==> config.mk <==
export PLATFORM = sky130hd
export DESIGN_NAME = clock_set_controller
export DESIGN_NICKNAME = d
export VERILOG_FILES = /design/src/rtl/clock_set_controller.sv
export SDC_FILE = /design/constraint.sdc
export NUM_CORES = 1
export LEC_CHECK = 0
export BUFFER_PORTS_ARGS = -buffer_cell sky130_fd_sc_hd__buf_2
export CAP_MARGIN = 5
export CORE_ASPECT_RATIO = 0.8
export CORE_MARGIN = 5
export CORE_UTILIZATION = 50
export DETAILED_ROUTE_END_ITERATION = 7
export HOLD_SLACK_MARGIN = 0.08
export PLACE_DENSITY = 0.72
export SLEW_MARGIN = 40
export SYNTH_ARGS = -nofsm -noshare
export SYNTH_HDL_FRONTEND = slang
export SYNTH_SLANG_ARGS = --single-unit
==> constraint.sdc <==
create_clock -name clk_100MHz -period 2.35 [get_ports clk_100MHz]
set_clock_uncertainty 0.1 [all_clocks]
set_input_delay 0.235 -clock clk_100MHz [delete_from_list [all_inputs] [get_ports clk_100MHz]]
set_output_delay 0.235 -clock clk_100MHz [all_outputs]
set_load 0.01 [all_outputs]
==> src/rtl/clock_set_controller.sv <==
// ============================================================================
// Module   : clock_set_controller
// Purpose  : RUN / SET_HR / SET_MIN sequencer for the binary clock time-set
//            path; optional hold-to-repeat under CLOCK_SET_AUTO_REPEAT_EN.
// Revision : 1.0  initial release
// ============================================================================
`default_nettype none

module clock_set_controller #(
    parameter int CLK_HZ       = 100_000_000,
    parameter int TIMEOUT_S    = 10,
    parameter int FLASH_DIV    = 25_000_000,
    parameter int REPEAT_DELAY = 50_000_000,
    parameter int REPEAT_RATE  = 10_000_000
) (
    input  logic       clk_100MHz,
    input  logic       reset_n,
    input  logic       btn_mode,
    input  logic       btn_inc,
    input  logic       tick_1Hz,
    output logic       inc_min,
    output logic       inc_hr,
    output logic       sec_clear,
    output logic       run_en,
    output logic [1:0] mode,
    output logic       blank_hr,
    output logic       blank_min
);

    typedef enum logic [1:0] {
        ST_RUN     = 2'b00,
        ST_SET_HR  = 2'b01,
        ST_SET_MIN = 2'b10
    } state_t;

    localparam int              c_FLASH_W   = (FLASH_DIV > 1) ? $clog2(FLASH_DIV) : 1;
    localparam logic [c_FLASH_W-1:0] c_FLASH_TC = c_FLASH_W'(FLASH_DIV - 1);
    localparam logic [5:0]      c_TIMEOUT_TC = 6'(TIMEOUT_S - 1);

    // CLK_HZ only documents the intended clock rate
    logic w_unused_clk_hz;
    assign w_unused_clk_hz = (CLK_HZ > 0);

    logic                 r_mode_prev, r_inc_prev;
    logic                 r_mode_armed, r_inc_armed;
    logic                 r_mode_rise, r_inc_rise;
    state_t               r_state;
    logic [5:0]           r_idle;
    logic [c_FLASH_W-1:0] r_flash_cnt;
    logic                 r_phase;

    state_t               w_state_nxt;
    logic [5:0]           w_idle_nxt;
    logic [c_FLASH_W-1:0] w_flash_nxt;
    logic                 w_phase_nxt;
    logic                 w_set_mode;
    logic                 w_press_pulse;
    logic                 w_rep_pulse;
    logic                 w_inc_pulse;
    logic                 w_state_chg;

    always_comb begin
        w_set_mode    = (r_state != ST_RUN);
        w_press_pulse = w_set_mode & r_inc_rise & ~r_mode_rise;
        w_inc_pulse   = w_press_pulse | w_rep_pulse;
        w_state_nxt   = r_state;
        w_idle_nxt    = r_idle;

        if (r_mode_rise) begin
            case (r_state)
                ST_RUN:    w_state_nxt = ST_SET_HR;
                ST_SET_HR: w_state_nxt = ST_SET_MIN;
                default:   w_state_nxt = ST_RUN;
            endcase
            w_idle_nxt = 6'd0;
        end else if (!w_set_mode) begin
            w_idle_nxt = 6'd0;
        end else if (w_inc_pulse) begin
            w_idle_nxt = 6'd0;
        end else if (tick_1Hz) begin
            // a button/repeat in the same cycle already took the branch above
            if (r_idle == c_TIMEOUT_TC) begin
                w_state_nxt = ST_RUN;
                w_idle_nxt  = 6'd0;
            end else begin
                w_idle_nxt  = r_idle + 6'd1;
            end
        end

        w_state_chg = (w_state_nxt != r_state);

        if (w_state_chg) begin
            w_flash_nxt = '0;
            w_phase_nxt = 1'b0;
        end else if (r_flash_cnt == c_FLASH_TC) begin
            w_flash_nxt = '0;
            w_phase_nxt = ~r_phase;
        end else begin
            w_flash_nxt = r_flash_cnt + c_FLASH_W'(1);
            w_phase_nxt = r_phase;
        end
    end

    always_ff @(posedge clk_100MHz) begin
        if (!reset_n) begin
            r_mode_prev  <= 1'b0;
            r_inc_prev   <= 1'b0;
            r_mode_armed <= 1'b0;
            r_inc_armed  <= 1'b0;
            r_mode_rise  <= 1'b0;
            r_inc_rise   <= 1'b0;
            r_state      <= ST_RUN;
            r_idle       <= 6'd0;
            r_flash_cnt  <= '0;
            r_phase      <= 1'b0;
            mode         <= ST_RUN;
            run_en       <= 1'b1;
            sec_clear    <= 1'b0;
            inc_hr       <= 1'b0;
            inc_min      <= 1'b0;
            blank_hr     <= 1'b0;
            blank_min    <= 1'b0;
        end else begin
            r_mode_prev  <= btn_mode;
            r_inc_prev   <= btn_inc;
            // a level held through reset must be seen low before it can rise
            r_mode_armed <= r_mode_armed | ~btn_mode;
            r_inc_armed  <= r_inc_armed | ~btn_inc;
            r_mode_rise  <= btn_mode & ~r_mode_prev & r_mode_armed;
            r_inc_rise   <= btn_inc & ~r_inc_prev & r_inc_armed;
            r_state      <= w_state_nxt;
            r_idle       <= w_idle_nxt;
            r_flash_cnt  <= w_flash_nxt;
            r_phase      <= w_phase_nxt;
            mode         <= w_state_nxt;
            run_en       <= (w_state_nxt == ST_RUN);
            sec_clear    <= (w_state_nxt != ST_RUN);
            inc_hr       <= w_inc_pulse & (r_state == ST_SET_HR);
            inc_min      <= w_inc_pulse & (r_state == ST_SET_MIN);
            blank_hr     <= w_phase_nxt & (w_state_nxt == ST_SET_HR);
            blank_min    <= w_phase_nxt & (w_state_nxt == ST_SET_MIN);
        end
    end

`ifdef CLOCK_SET_AUTO_REPEAT_EN
    localparam int c_HOLD_MAX = (REPEAT_DELAY > REPEAT_RATE) ? REPEAT_DELAY : REPEAT_RATE;
    localparam int c_HOLD_W   = (c_HOLD_MAX > 1) ? $clog2(c_HOLD_MAX) : 1;
    localparam logic [c_HOLD_W-1:0] c_DELAY_TC = c_HOLD_W'(REPEAT_DELAY - 1);
    localparam logic [c_HOLD_W-1:0] c_RATE_TC  = c_HOLD_W'(REPEAT_RATE - 1);

    logic [c_HOLD_W-1:0] r_hold;
    logic                r_hold_active;
    logic                r_hold_first;

    assign w_rep_pulse = r_hold_active & r_inc_prev & ~r_mode_rise & ~r_inc_rise &
                         (r_hold == (r_hold_first ? c_DELAY_TC : c_RATE_TC));

    always_ff @(posedge clk_100MHz) begin
        if (!reset_n) begin
            r_hold        <= '0;
            r_hold_active <= 1'b0;
            r_hold_first  <= 1'b0;
        end else if (w_state_chg || !r_inc_prev) begin
            r_hold        <= '0;
            r_hold_active <= 1'b0;
            r_hold_first  <= 1'b0;
        end else if (w_press_pulse) begin
            r_hold        <= '0;
            r_hold_active <= 1'b1;
            r_hold_first  <= 1'b1;
        end else if (w_rep_pulse) begin
            r_hold        <= '0;
            r_hold_first  <= 1'b0;
        end else if (r_hold_active) begin
            r_hold        <= r_hold + c_HOLD_W'(1);
        end
    end
`else
    assign w_rep_pulse = 1'b0;

    logic w_unused_repeat;
    assign w_unused_repeat = (REPEAT_DELAY > 0) ^ (REPEAT_RATE > 0);
`endif

endmodule

`default_nettype wire

# == Word-level counts from Yosys, hierarchy flattened ==
# Cells that the tools add are included.
# op_classes
n_addsub,2
n_eq_ne,7
muxes,9
bitwise,20
n_reduce_logical,6
# op_table
cell,count
25-bit by 1-bit adder with 25-bit output (second input constant),1
25-bit equality test (second input constant),1
1-bit AND,10
2-bit 2-to-1 mux,5
1-bit inverter,8
6-bit by 1-bit adder with 6-bit output (second input constant),1
6-bit by 4-bit equality test with 1-bit output (second input constant),1
6-bit 2-to-1 mux,1
2-bit by 1-bit equality test with 1-bit output (second input constant),2
2-bit equality test (second input constant),2
2-bit logical NOT,2
2-bit case mux with 2 select lines,1
2-bit nonzero test,2
4-bit OR reduction,1
3-bit OR reduction,1
1-bit 2-to-1 mux,2
2-bit != test,1
1-bit OR,2
# totals
reg_bits,46
input_bits,5
out_inout_bits,8

# == Longest topological paths before layout ==
# logic_depth
ltp_word,9
depth_mapped,7
depth_no_buf,6

# == Least setup slack after synthesis ==
# No wires, ideal clock.
# synth_timing
kind,reg-to-reg
startpoint,reg r_flash_cnt[9]
endpoint,reg r_flash_cnt[18]
arrival_ns,1.914
path_slack_ns,0.211
path_stages_with_launch,7
period_less_slack_ns,2.139
cell_sequence,dfxtp_1 > buf_6 > or4_4 > or4_1 > o21bai_2 > buf_4 > a21oi_1
# synth_via
elab_chain_cells,2
# synth_rtl
item,line,rtl
from (decl),49,logic [c_FLASH_W-1:0] r_flash_cnt;
from (signal assigned),133,r_flash_cnt <= w_flash_nxt;
"parallel branches: the longest is 2 deep, another holds 25-bit by 1-bit adder with 25-bit output",n/a,
# Several ways; the timed one is not identified.
# A chain may end at the register's enable or synchronous reset.

# == Worst setup path after layout ==
# layout_timing
startpoint,reg r_flash_cnt[10]
endpoint,reg blank_min
# layout_via
elab_chain_cells,4
# layout_rtl
item,line,rtl
25-bit equality test,95,end else if (r_flash_cnt == c_FLASH_TC) begin
1-bit 2-to-1 mux,95,
1-bit 2-to-1 mux,92,if (w_state_chg) begin
1-bit AND,141,blank_min <= w_phase_nxt & (w_state_nxt == ST_SET_MIN);
to (signal assigned),141,
to (decl),27,output logic blank_min
# No other way between the ends.

==> out/results.ini <==
[run_status]
outcome=finished, final reports clean

[timing]
fin_crit_ps=2190
worst_slew_pin_slew_ps=494
relSlewSlack_pct=66.9
fin_setup_tns_ps=0
slew_violations=0
timing.hold.ws_ps=114
hold_violations=0
setup-violations-final=0
setup_slack_ps=162
rsz0062_at_grt=no
fmaxAchievable_mhz=457
period_share_pct=93.1

[critical_path]
crit_type=register to register
rr_endpoint=blank_min
startpoint_type=register
crit_start=r_flash_cnt[10]
worstSetupEndpoint=blank_min
rrSetupSlack_ps=160
worst_path_largest_cell_delay_ps=550
cp.depth=4
required_ps=2490
path_max_fanout=7
slowest_stage=or4_4
worst_path_dominant_cell_family=simple AND/OR/NAND/NOR gates
crit_path_cell_trace=or4_4 -> or4_1 -> or3_4 -> a211oi_2
rr_worst_depth=4
cp.arrival_ps=2320
cp_num_buf_inv=0
reg2reg_from=r_flash_cnt[10]
endpoint_kind=register

[placement]
dp_slack_ps=182
dp_hpwl_um=2520
gp_congestion=0.847
portBuffers=12

[global_route]
grt_usage_pct=15.1
antenna_found_initial=0
grt_pass1_vias=1432
grt_pass1_wl_um=6380
grt_max_degree=17
grt-ovfl-total=0

[route]
drtPass1Iterations=4
drtAntennaViolNets=0
drt-vias-per-instance=5.40
maxUsedRoutingLayer=met4
routedLengthMet1_um=1910
initialDrtViolationCount=71
wl_met3_um=226
dr_wl_met2_um=1520
wl_per_cell_um=12.3
routed_wl_um=3690
vias=1615
drc=0

[cts]
cts_tree=yes
clock_latency_ps=310
cts_root_buffer=clkbuf_8
clkTransAtPathRegs_ps=90
cts.path.max_buffers=2
clkSinkCount=46
cts_made_buffers=5
cts_max_level=2
cts_resized=0

[logic_synthesis]
yosysWarnings=0
netlist_area_um2=2050
yosysUniqueCellTypes=44
synth-seq-cells=46
synth_flop_cell=dfxtp_1
syn_inst=228
avgSynthCellArea_um2=8.98
synthArstFlopShare_pct=0
synth_fp_nets=236
synth-edff-count=0
seq_area_frac_synth_pct=45.0

[die]
die_width_um=81.5
coreArea_um2=3880
rows=20
initial_utilization_pct=52.8
die_h_um=67.2
io_pins=13
die_area_um2=5480

[finish]
drive_above_1_share_pct=12.3
syn_to_final_growth_pct=12.2
final.fill_count=349
n_antenna_cell=0
fin_util_pct=59.2
nNetsFinal=251

[hold_path]
hold_class=input port to register

[pwr]
leakage_nw=0.743
irDropWorstVdd_uv=481
powerDensity_nw_per_um2=639

[flow_run]
drv_cap=0

## worst min path at each step
| stage | start | endpoint | slack, ps | cells past startpoint |
|---|---|---|---|---|
| floorplan | reset_n | run_en | 210 | 1 |
| global placement | r_mode_prev | r_mode_rise | 280 | 1 |
| detailed placement | r_inc_prev | r_inc_rise | 280 | 1 |
| CTS | tick_1Hz | r_idle[1] | 110 | 2 |
| global route | tick_1Hz | r_idle[1] | 140 | 2 |
| finish | tick_1Hz | r_idle[1] | 110 | 2 |
## per-stage QoR
stage          cell area (um2)  total power (W)  std cells
6_report                  2300          0.00147        299
4_1_cts                   2300          0.00148        299
2_1_floorplan             2050         0.000853        228
5_1_grt                   2300          0.00153        299
3_5_place_dp              2150         0.000869        288
3_3_place_gp              2150         0.000868        288
## sequential cells by signal, indices dropped and copies added (netlist names)
signal and flops:
r_state 2, r_inc_prev 1, r_mode_armed 1, r_idle 6
sec_clear 1, r_mode_rise 1, run_en 1, r_phase 1
r_flash_cnt 25, r_inc_rise 1, blank_hr 1, inc_min 1
r_mode_prev 1, r_inc_armed 1, blank_min 1, inc_hr 1
## power breakdown
group | switching [W] | internal, W
combinational | 0.0000288 | 0.0000246
clock | 0.000289 | 0.000324
sequential | 0.00000922 | 0.000791
total | 0.000327 | 0.00114
## cell families after synthesis
kind of cell    Yosys count  share of synthesized area, %
compound gates           37                          11.7
xor+xnor                 17                          7.27
buf+inv                  18                          4.10
fa+ha+maj                 3                          1.83
mux                       1                         0.489
flops                    46                          45.0
simple gates            106                          29.6
## cell usage in the layout (no fill, tap or decap), types with 8 or more instances in the layout
| cell | Yosys | final |
|---|---|---|
| xnor2_1 | 12 | 12 |
| buf_2 | 0 | 12 |
| nand3_1 | 11 | 11 |
| nand4_1 | 10 | 10 |
| or4_1 | 9 | 9 |
| nand2_1 | 11 | 11 |
| o21ai_0 | 8 | 8 |
| nor2_1 | 25 | 25 |
| a21oi_1 | 14 | 14 |
| dfxtp_1 | 46 | 46 |
## layout make-up
| cell class | instances | area [um2] | share of cell area [%] |
|---|---|---|---|
| well taps | 55 | 68.8 | 3.00 |
| repair buffers | 19 | 120 | 5.23 |
| multi-input cells | 164 | 1040 | 45.4 |
| inverters | 7 | 26.3 | 1.14 |
| clock buffers | 5 | 68.8 | 3.00 |
| flip-flops and latches | 46 | 921 | 40.1 |
| clock inverters | 3 | 48.8 | 2.13 |
## repair_timing
item                                   4_1_cts  5_1_grt
setup endpoints to repair                    0        0
endpoints found under the hold margin        5        0
setup buffers                                0        0
hold buffers                                 3        0
## synth_stat cells (7+ instances only)
cell / n / area [um2]
a21oi_1: 14 / 70.1
clkbuf_1: 7 / 26.3
dfxtp_1: 46 / 921
inv_1: 7 / 26.3
nand2_1: 11 / 41.3
nand3_1: 11 / 55.1
nand4_1: 10 / 62.6
nor2_1: 25 / 93.8
o21ai_0: 8 / 40.0
or3_1: 7 / 43.8
or4_1: 9 / 67.6
xnor2_1: 12 / 105
## layer usage
metal	vias to the layer above	track usage [%]
li1	852	-
met1	722	20.6
met2	35	22.0
met3	6	4.13
met4	0	6.96
met5	-	0
(Power assumes the default switching activity.)
